[config.mk]
export PLATFORM = sky130hd
export DESIGN_NAME = stim_sweeper
export DESIGN_NICKNAME = d
export VERILOG_FILES = /design/src/rtl/stim_sweeper.sv
export SDC_FILE = /design/constraint.sdc
export NUM_CORES = 1
export LEC_CHECK = 0
export CELL_PAD_IN_SITES_DETAIL_PLACEMENT = 0
export CELL_PAD_IN_SITES_GLOBAL_PLACEMENT = 1
export CORE_UTILIZATION = 41
export DETAILED_ROUTE_END_ITERATION = 8
export GPL_TIMING_DRIVEN = 0
export MAX_ROUTING_LAYER = met4
export PLACE_DENSITY = 0.89
export SLEW_MARGIN = 30
export SYNTH_ARGS = -nofsm -noshare
export SYNTH_HDL_FRONTEND = slang
export SYNTH_SLANG_ARGS = --single-unit
[constraint.sdc]
create_clock -name clk -period 2.55 [get_ports clk]
set_clock_uncertainty 0.1 [all_clocks]
set_input_delay 0.3825 -clock clk [delete_from_list [all_inputs] [get_ports clk]]
set_output_delay 0.3825 -clock clk [all_outputs]
set_load 0.005 [all_outputs]
[src/rtl/stim_sweeper.sv]
// rtl/stim_sweeper.sv - self-running exhaustive stimulus sequencer with valid/ready record capture
// Walks every input vector (TABLE) or every ordered low->high pair (TRANSITION) and streams responses.
module stim_sweeper #(
    parameter int N_IN  = 3,
    parameter int N_OUT = 2,
    parameter int DWELL = 4
) (
    input  logic             clk,
    input  logic             rst_n,
    input  logic             start,
    input  logic             mode,
    input  logic             abort,
    output logic [N_IN-1:0]  dut_in,
    input  logic [N_OUT-1:0] dut_out,
    output logic             cap_valid,
    input  logic             cap_ready,
    output logic [N_IN-1:0]  cap_vec,
    output logic [N_OUT-1:0] cap_resp,
    output logic             busy,
    output logic             done
);
    localparam int CW = $clog2(DWELL + 1);
    localparam logic [N_IN-1:0] VMAX  = {N_IN{1'b1}};
    localparam logic [N_IN-1:0] ONE   = N_IN'(1);
    localparam logic [CW-1:0]   CLAST = CW'(DWELL - 1);

    typedef enum logic [1:0] {IDLE, DRIVE, CAPTURE, DONE} state_t;

    state_t          state;
    logic            mode_r;
    logic [N_IN-1:0] vi;
    logic [N_IN-1:0] vj;
    logic            phase;
    logic [CW-1:0]   cnt;

    logic            last_step;
    logic [N_IN-1:0] nxt_i;
    logic [N_IN-1:0] nxt_j;
    logic            nxt_phase;
    logic [N_IN-1:0] nxt_vec;

    // TABLE uses vi alone; TRANSITION emits vi (phase 0) then vj (phase 1) for each pair.
    always_comb begin
        last_step = 1'b0;
        nxt_i     = vi;
        nxt_j     = vj;
        nxt_phase = 1'b0;
        nxt_vec   = vi;
        if (!mode_r) begin
            last_step = (vi == VMAX);
            nxt_i     = vi + ONE;
            nxt_vec   = vi + ONE;
        end else if (!phase) begin
            nxt_phase = 1'b1;
            nxt_vec   = vj;
        end else if (vi == VMAX - ONE) begin
            last_step = 1'b1;
        end else if (vj == VMAX) begin
            nxt_i   = vi + ONE;
            nxt_j   = vi + ONE + ONE;
            nxt_vec = vi + ONE;
        end else begin
            nxt_j   = vj + ONE;
            nxt_vec = vi;
        end
    end

    always_ff @(posedge clk) begin
        if (!rst_n) begin
            state     <= IDLE;
            mode_r    <= 1'b0;
            vi        <= '0;
            vj        <= '0;
            phase     <= 1'b0;
            cnt       <= '0;
            dut_in    <= '0;
            cap_valid <= 1'b0;
            cap_vec   <= '0;
            cap_resp  <= '0;
            busy      <= 1'b0;
            done      <= 1'b0;
        end else if (abort && state != IDLE) begin
            // Pending record is dropped; no done pulse for an aborted sweep.
            state     <= IDLE;
            dut_in    <= '0;
            cap_valid <= 1'b0;
            busy      <= 1'b0;
            done      <= 1'b0;
        end else begin
            case (state)
                IDLE: begin
                    if (start) begin
                        mode_r <= mode;
                        vi     <= '0;
                        vj     <= ONE;
                        phase  <= 1'b0;
                        dut_in <= '0;
                        cnt    <= '0;
                        busy   <= 1'b1;
                        state  <= DRIVE;
                    end
                end
                DRIVE: begin
                    if (cnt == CLAST) begin
                        cap_vec   <= dut_in;
                        cap_resp  <= dut_out;
                        cap_valid <= 1'b1;
                        state     <= CAPTURE;
                    end else begin
                        cnt <= cnt + CW'(1);
                    end
                end
                CAPTURE: begin
                    if (cap_valid && cap_ready) begin
                        cap_valid <= 1'b0;
                        if (last_step) begin
                            done  <= 1'b1;
                            state <= DONE;
                        end else begin
                            vi     <= nxt_i;
                            vj     <= nxt_j;
                            phase  <= nxt_phase;
                            dut_in <= nxt_vec;
                            cnt    <= '0;
                            state  <= DRIVE;
                        end
                    end
                end
                DONE: begin
                    done   <= 1'b0;
                    busy   <= 1'b0;
                    dut_in <= '0;
                    state  <= IDLE;
                end
                default: state <= IDLE;
            endcase
        end
    end
endmodule
Word level (Yosys, flattened, before mapping). Index checks and enable logic that the tools add are counted.

Logic and storage cells: 104. Latch bits: 0. Memory bits (writable): 0. Bits in read-only memories: 0. Memories: 0. Flip-flop bits (word level): 24. Input port bits: 8.

Eq/ne operators: 17. Multiply operators: 0. Reduce and logical (&&, ||, !) cells: 22. Divide/modulo/power cells: 0. Shift-type cells: 0. Bitwise operators: 2. Multiplexer cells: 47. $add $sub $neg: 4. $lt $le $gt $ge: 0.

Operators with widths (count): 3-bit 2-to-1 mux (21); 2-bit != test, second input constant (9); 3-bit case mux with 3 select lines (2); 3-bit AND reduction (5); 1-bit 2-to-1 mux (13); 3-bit by 1-bit adder with 3-bit output, second input constant (4); 3-bit case mux with 2 select lines (2); 6-bit AND reduction (2); 2-bit nonzero test (5); 3-bit == test, second input constant (3); 2-bit 2-to-1 mux (4); 1-bit case mux with 2 select lines (4); 2-bit case mux with 4 select lines (1); 8-bit AND reduction (1); 3-bit nonzero test (2); 5-bit AND reduction (1); 2-bit == test, second input constant (2); 4-bit AND reduction (1); 3-bit by 2-bit == test with 1-bit output, second input constant (1); 3-bit != test, second input constant (1); 2-bit by 1-bit == test with 1-bit output, second input constant (1); 1-bit logical AND (2); 2-bit zero test (1); 1-bit NOT (2); 2 further kinds (2).

Logic depth before layout (Yosys ltp). Gate-level depths: netlist of the first run.

Word-level depth: 9. Depth in mapped cells: 7. Gate-level depth less buffers: 7.

Least setup slack after synthesis of the first run. No wires, ideal clock.

Path kind: register -> register. From: reg vi[0]. To: reg vj[2]. Cell stages (with the launch flop): 8. Slack: 0.672 ns. Buffers on the path: 1. Setup time: 0.074 ns. Data arrival time: 1.704 ns. Cell sequence: dfxtp_1 inv_1 ha_1 and2_4 buf_6 o31a_1 or3_1 a31oi_1.

Longest elaborated chain between the ends: 9. Elaborated cells on any way between the ends: 17. Classes of those cells: add/sub (2); eq/ne (4); mux (10); reduce/logical (1).

Ends and longest elaborated chain: start, declared (RTL line 31) `logic [N_IN-1:0] vi;`; start signal, assigned (RTL line 120) `vi <= nxt_i;`; 3-bit by 1-bit adder with 3-bit output (2 in a row) (RTL line 60) `nxt_j = vi + ONE + ONE;`; 3-bit 2-to-1 mux (RTL line 58) `end else if (vj == VMAX) begin`; 3-bit 2-to-1 mux (RTL line 56) `end else if (vi == VMAX - ONE) begin`; 3-bit 2-to-1 mux (RTL line 53) `end else if (!phase) begin`; 3-bit 2-to-1 mux (RTL line 49) `if (!mode_r) begin`; 3-bit 2-to-1 mux (RTL line 116) `if (last_step) begin`; 3-bit 2-to-1 mux (RTL line 114) `if (cap_valid && cap_ready) begin`; 3-bit case mux with 2 select lines (RTL line 90) `case (state)`; end signal, assigned (RTL line 121) `vj <= nxt_j;`; end, declared (RTL line 32) `logic [N_IN-1:0] vj;`.

Several ways; a longest one is shown, not always the timed one. The select of a mux whose other input is x is not followed. A chain may end at the register's enable or synchronous reset.

Worst setup path in the final report of the first run. Ends and elaborated chain as after synthesis.

==> results of run 1 <==
## area by class of cell
type | instances | area (µm²)
Tap cell | 46 | 57.6
Multi-Input combinational cell | 126 | 880
Buffer | 10 | 55.1
Sequential cell | 24 | 480
Clock buffer | 3 | 22.5
Fill cell | 338 | 1630
Clock inverter | 1 | 30.0
Timing Repair Buffer | 17 | 170
Inverter | 9 | 33.8
## metrics by stage
| step | worst slack [ns] | instance area (µm²) | hold slack, ns | instances |
|---|---|---|---|---|
| 3_5_place_dp | 0.473 | 1680 | 0.382 | 232 |
| 2_1_floorplan | 0.672 | 1450 | 0.356 | 169 |
| 4_1_cts | 0.470 | 1730 | 0.406 | 236 |
| 3_3_place_gp | 0.484 | 1680 | 0.372 | 232 |
| 6_report | 0.452 | 1730 | 0.402 | 236 |
| 5_1_grt | 0.304 | 1730 | 0.423 | 236 |
## logic make-up (layout without fill, tap and decap cells)
kind of cell	after synthesis	in the layout	synth area share, %
AO/OA/AOI/OAI	55	55	27.7
XOR/XNOR	1	1	0.605
adder cells (fa/ha/maj)	6	6	5.18
buffers and inverters	19	40	6.13
flip-flops	24	24	33.2
multiplexers	6	6	4.15
AND/OR/NAND/NOR	58	58	23.1
## synth_stat cells, drive strengths merged (4+ instances only)
library cell	instances
nand2b	4
buf	6
nor2	13
nand2	13
nand3	4
clkbuf	4
o22ai	4
mux2i	6
o31ai	4
a31oi	4
a21oi	8
ha	6
inv	9
o21ai	10
dfxtp	24
## registers in the layout, summed over array words and instances, names as in the netlist
name / flops
cap_vec: 3
cnt: 3
dut_in: 3
vi: 3
vj: 3
cap_resp: 2
state: 2
busy: 1
cap_valid: 1
done: 1
mode_r: 1
phase: 1
## routing by layer
metal / vias to the layer above / GRT usage, % / wire [µm]
met1: 635 / 26.5 / 1580
met3: 9 / 3.15 / 124
met5: - / - / 0
met4: 0 / 8.89 / 95
li1: 677 / - / -
met2: 37 / 29.3 / 1580
## final timing paths
kind | startpoint | endpoint | cells after the start
max reg2reg | vi[0] | vj[2] | 7
min reg2reg | dut_in[1] | dut_in[1] | 2
min | dut_in[1] | dut_in[1] | 2
max | vi[0] | vj[2] | 7
## power by group
part	switching, mW	internal (mW)
combinational	0.0944	0.0649
sequential	0.0165	0.389
clock	0.121	0.159
total	0.232	0.613
## worst max-delay path: cells and delay by family (launching register included)
family	cells	cell delay, ns
compound gates	2	0.49
fa+ha+maj	1	0.25
buf+inv	2	0.21
flops	1	0.46
simple gates	2	0.52
==> flow_summary.toml, run 1 <==
[global_routing]
grt_pass1_wl_um = 5310
grt_antenna_before_repair = 0
grt_usage_pct = 19.8
grt_max_degree = 15
grt-ovfl-total = 0
grt_pass1_vias = 1147

[power]
leakage_nw = 0.627
design_power_total_mw = 0.845
ir_drop_mv = 0.210
power.density_nw_per_um2 = 489

[setup_path]
crit_chain = "inv_1, ha_1, and2_4, buf_6, o31a_1, or3_1, a31oi_1"
r2r_slack_ns = 0.45
crit_path_max_fanout = 7
start_kind = "flop"
worstPathArrival_ns = 2.26
cp-end-kind = "flop"
critPathSlowestCell = "dfxtp_1"
critical_path_class = "reg -> reg"
cp.required_ns = 2.71
cpPeakStageDelay_ns = 0.46

[logic_synthesis]
ys_warn_count = 0
synthesis.area_um2 = 1450
ys_ff_latch = 24
synth.avg_cell_area_um2 = 8.57
async_flop_share_pct = 0
yosysTopAreaCell = "dfxtp_1"
synth_area_leaders = "dfxtp_1, ha_1, mux2i_1"
synth.distinct_cells = 55
syn_nets = 183
synthCells = 169
synth_edf_count = 0
synthFlopType = "dfxtp_1"
yosysSeqAreaShare_pct = 33.2
netlist.area_leader.share_pct = 33.2

[sta]
maxSlewViolCount = 0
min_period_ns = 2.10
hold_violations = 0
clock.fmax_ghz = 0.477
slew_headroom_pct = 62.8
finalCritPeriodShare_pct = 82.3
setup_viol = 0
tightest_slew_ns = 0.550
setup_tns_ns = 0
rsz0062_at_grt = "false"

[clock_tree]
postCtsSetupBuffers = 0
ctsHoldBuffers = 0
cts-root-buf = "clkbuf_4"
cts_tree = "done"
numCtsBuffers = 3
cts.repair.resized = 0
path_clk_slew_ns = 0.13
clock_latency_ns = 0.32
clock_tree.buffer_depth = 2
cts_max_level = 1
numClockSinks = 24

[routing]
dr_total_vias = 1358
firstDrtPassIters = 4
vias_per_cell = 5.75
ant_nets = 0
initialDrtViolationCount = 62
drt-total-wl_um = 3380
routedWlPerCell_um = 14.3
route.detailed.drc = 0

[finish]
drive_gt1_share_pct = 9.47
area_growth_pct = 19.3
utilization_pct = 51.4
nets = 205
layout_commonest_cell = "dfxtp_1"
antenna_cells = 0
layout_common_cells = "dfxtp_1, clkdlybuf4s50_1, nand2_1, nor2_1"

[floorplan]
dieHeight_um = 61.4
fp.dieArea_um2 = 3780
initial_core_util_pct = 43.1
ios = 19
fp.coreArea_um2 = 3360
fp-row-count = 21
die_w_um = 61.4

[min_path]
hold_path.class = "reg -> reg"

[placed_design]
io_buffers = 17
dp_hpwl_um = 2600
gp_congestion = 0.922

[status]
status = "complete, no violations"

[run]
max_cap_violations = 0
Note: power is estimated with default switching activity, not from simulation.
==> run 2, diff against run 1 <==
- CORE_UTILIZATION: 41 -> 37
- PLACE_DENSITY: 0.89 -> 0.85
- clock period: 2.55 -> 1.7 ns (I/O delays scaled with it)
==> flow_summary.toml, run 2 (synthesis gave the netlist of run 1 again) <==
[global_routing]
grt_pass1_vias = 1335
grt_pass1_wl_um = 6210
grt-ovfl-total = 0
grt_usage_pct = 19.8
grt_max_degree = 14
grt_antenna_before_repair = 0

[routing]
dr_total_vias = 1440
drt-total-wl_um = 3900
route.detailed.drc = 0
vias_per_cell = 5.78
initialDrtViolationCount = 80
routedWlPerCell_um = 15.7
firstDrtPassIters = 4
ant_nets = 0

[finish]
area_growth_pct = 41.9
layout_common_cells = "clkdlybuf4s50_1, dfxtp_1, buf_4, nor2_1, nand2_1"
drive_gt1_share_pct = 31.8
layout_commonest_cell = "clkdlybuf4s50_1"
final_cell_area_um2 = 2060
antenna_cells = 0
final_cell_count_no_fill = 249
nets = 216

[sta]
maxSlewViolCount = 0
finalCritPeriodShare_pct = 108
min_period_ns = 1.84
rsz0062_at_grt = "true"
setup_viol = 6
setup_tns_ns = -0.540
slew_headroom_pct = 62.9
clock.fmax_ghz = 0.544
hold_ws_ns = 0.367
hold_violations = 0
finalWorstSetupSlack_ns = -0.140
tightest_slew_ns = 0.557

[setup_path]
cp-end-kind = "flop"
r2r_slack_ns = -0.14
worstPathArrival_ns = 1.89
crit_path_max_fanout = 5
worstReg2RegStart = "vi[1]"
ff2ff_path_depth = 6
timing.rr.end = "vi[1]"
start_kind = "flop"
cp.required_ns = 1.75
critical_path_class = "reg -> reg"

[floorplan]
die_w_um = 64.6
fp-row-count = 22
fp.coreArea_um2 = 3720
ios = 19
dieHeight_um = 64.6
initial_core_util_pct = 39.0
fp.dieArea_um2 = 4170

[min_path]
hold_path.class = "reg -> reg"
min_to = "cnt[0]"
min_path_cells = 1
hold_start = "cnt[0]"

[clock_tree]
cts-root-buf = "clkbuf_8"
numClockSinks = 24
path_clk_slew_ns = 0.08
cts_tree = "done"
clock_latency_ns = 0.27
numCtsBuffers = 3
ctsHoldBuffers = 0
clock_tree.buffer_depth = 2
cts_max_level = 1

[power]
design_power_total_mw = 1.31
power.density_nw_per_um2 = 638
clkPwrFrac_pct = 30.1
sw_frac_of_total_pct = 29.5
internal_power_mw = 0.924
power.switching_mw = 0.387
leakage_nw = 0.720
seq_power_share_pct = 46.8
p_comb_share_pct = 23.1
ir_drop_mv = 0.557

[status]
status = "finished, violations left"
failed_checks = "setup timing"

[placed_design]
dp_hpwl_um = 2640
io_buffers = 17
dpl.cell_count = 234
gp_congestion = 0.896
postPlaceCellArea_um2 = 1710

[run]
max_cap_violations = 0
==> run 2: cell types whose count changed in the layout (fill, tap and decap cells not counted), sizes merged <==
cell    before  now
buf          6   17
bufinv       1    0
clkbuf       7    8
==> run 2: area by class of cell <==
cell class | count | area, µm²
timing repair buffer | 29 | 260
inverter | 9 | 36.3
fill | 318 | 1660
buffer | 9 | 62.6
multi-input combinational | 126 | 1090
clock buffer | 4 | 55.1
tap | 48 | 60.1
sequential | 24 | 495
==> run 2: metal layers <==
| metal | vias up | wire length (µm) | track usage [%] |
|---|---|---|---|
| li1 | 697 | - | - |
| met1 | 678 | 1620 | 23.4 |
| met2 | 59 | 2020 | 34.6 |
| met3 | 6 | 222 | 4.05 |
| met4 | 0 | 29 | 4.17 |
| met5 | - | 0 | - |
==> run 2: stage by stage <==
| stage | util, % | setup slack [ns] |
|---|---|---|
| 2_1_floorplan | - | -0.0324 |
| 3_3_place_gp | 46.1 | -0.230 |
| 3_5_place_dp | 46.1 | -0.254 |
| 4_1_cts | 52.1 | -0.121 |
| 5_1_grt | 55.3 | -0.208 |
| 6_report | 55.3 | -0.140 |
==> run 2: worst max-delay path, stage by stage (launching register included) <==
cell,delay (ns)
dfxtp_4,0.38
ha_4,0.16
ha_4,0.15
or3_4,0.36
o311a_4,0.16
a311oi_4,0.27
o32ai_2,0.13
==> run 2: timing repair <==
action                     CTS  global route
setup endpoints to repair   17            20
pin swaps                   11            11
setup buffers                7             5
resized for setup           30            23
==> run 2: worst max-delay path by stage <==
stage,start,endpoint,slack [ns]
floorplan,vi[0],vi[1],-0.03
finish,vi[1],vi[1],-0.14
detailed placement,rst_n,dut_in[0],-0.25
global placement,rst_n,dut_in[0],-0.23
global route,vi[1],vi[0],-0.21
CTS,vi[0],vi[0],-0.12
==> run 2: power groups by stage <==
stage	clock network, mW	registers (mW)	logic (mW)
floorplan	0	0.614	0.170
global placement	0	0.620	0.234
detailed placement	0	0.620	0.239
CTS	0.398	0.611	0.267
global route	0.430	0.617	0.326
finish	0.395	0.614	0.302
==> variant: new RTL, config.mk and constraints of run 1 <==
The 4 states of `state_t` get a one-hot encoding in 4 bits.
--- a/src/rtl/stim_sweeper.sv
+++ b/src/rtl/stim_sweeper.sv
@@ -26,3 +26,3 @@
 
-    typedef enum logic [1:0] {IDLE, DRIVE, CAPTURE, DONE} state_t;
+    typedef enum logic [3:0] {IDLE = 4'b0001, DRIVE = 4'b0010, CAPTURE = 4'b0100, DONE = 4'b1000} state_t;
 
Formal check against the unedited RTL: no difference found for any inputs over 10 cycles, from zero or initial values and one cycle with rst_n low; not proved beyond that.
==> variant against run 1 <==
Combinational power shrank 9%. Sequential cell count rose by 2. Final cell count is 2.5% higher. Routed wire length down 3.9%. Die area down 1.1%. Largest power group unchanged. Final area is 0.72% lower. Hold slack got worse by 72 ps. Worst setup slack worse by 380 ps. Maximum frequency down 15%. Area after synthesis decreased by 1.1%. Power increased by 3.5%.
==> variant: results (changes against run 1) <==
- The arrival time at the worst endpoint is 2640 ps (+380 ps).
- The portion of netlist area occupied by mux cells is 0.04279 (+0.001344).
- By area the synthesized netlist is led by dfxtp_1, ha_1, nand2_1, a21oi_1, nor2_1.
- The worst-case reg-to-reg path depth was 6 (-1).
- The stage delay of the slowest cell on the critical path was 530 ps (+70 ps).
- The number of distinct library cells after synthesis was 47 (-15%).
- The worst register-to-register path ends at vi[0]$_SDFFE_PN0P_.
- The flow ran to the end, and the final reports show no timing, DRC or antenna violations.
- The cell count after placement is 238 (+2.6%).
- The fmax is 404.0 MHz (-15%).
- The largest fanout on the critical path is 10 (+3).
- The fraction of layout instances using a drive strength above 1 is 0.09184 (-0.002900).
- The final non-filler cell area is 1717 µm² (-0.72%).
- The worst hold path terminates at vj[0]$_SDFFE_PN0P_.
- The commonest cells after synthesis are dfxtp_1, nand2_1, nor2_1, a21oi_1.
- For this design, the slowest cell found on the critical path is or4_4.
- The CTS sink count is 26 (+8.3%).
- The post-route worst hold slack is 329.8 ps (-72.20 ps).
- The area occupied by registers is 524.3 µm² (+9.1%).
- The number of multi-input combinational cells in the layout is 134 (+6.3%).
- The detailed-placement wirelength estimate is 2.483 mm (-4.4%).
- The inverter count is 8 (-1).
- The slew at the pin closest to its max-slew limit was 763.9 ps (+214.3 ps).
- The number of vias after detailed routing is 1,337 (-1.5%).
- The fraction of the mapped netlist area in compound gates is 0.2183 (-0.05886).
- The worst hold path begins at rst_n.
- The number of instances in the synthesized netlist is 175 (+3.6%).
- The global routing usage summed across all routing layers is 0.1998 (+0.001438).
- The detailed router's first-iteration violation count is 65 (+4.8%).
- The static power due to leakage is 0.0006767 µW (+8.0%).
- The number of nets in the synthesized netlist was 189 (+3.3%).
- The average via count per standard cell is 5.525 (-4.0%).
- The area share of fa/ha/maj cells after synthesis was 0.05240 (+0.0005883).
- The largest net degree at the start of global routing was 16 (+1).
- The routability congestion estimate from global placement is 0.9154 (-0.74%).
==> variant: cell count changes after synthesis, moves of 3 or more <==
cell and change:
nand2_1 +7, a21oi_1 +5, a21o_1 +4, nand3_1 +4, o31ai_1 -4, nor2_1 +3, or2b_1 +3
==> variant: routing by layer <==
| metal | vias up | track usage | share of wire |
|---|---|---|---|
| met1 | 641 | 0.2452 | 0.48 |
| met4 | 0 | 0.08442 | 0.014 |
| li1 | 680 | - | - |
| met3 | 5 | 0.02941 | 0.016 |
| met5 | - | - | 0 |
| met2 | 11 | 0.3261 | 0.49 |
==> variant: what timing repair did <==
item | 4_1_cts | 5_1_grt
endpoints found under the hold margin | 0 | 0
setup buffers | 0 | 0
gates resized for setup | 0 | 3
endpoints found under the setup margin | 0 | 2
==> variant: report_power, final <==
part           switching, µW  internal, µW
Combinational           77.1          67.5
Clock                    126           159
Sequential              21.7           422
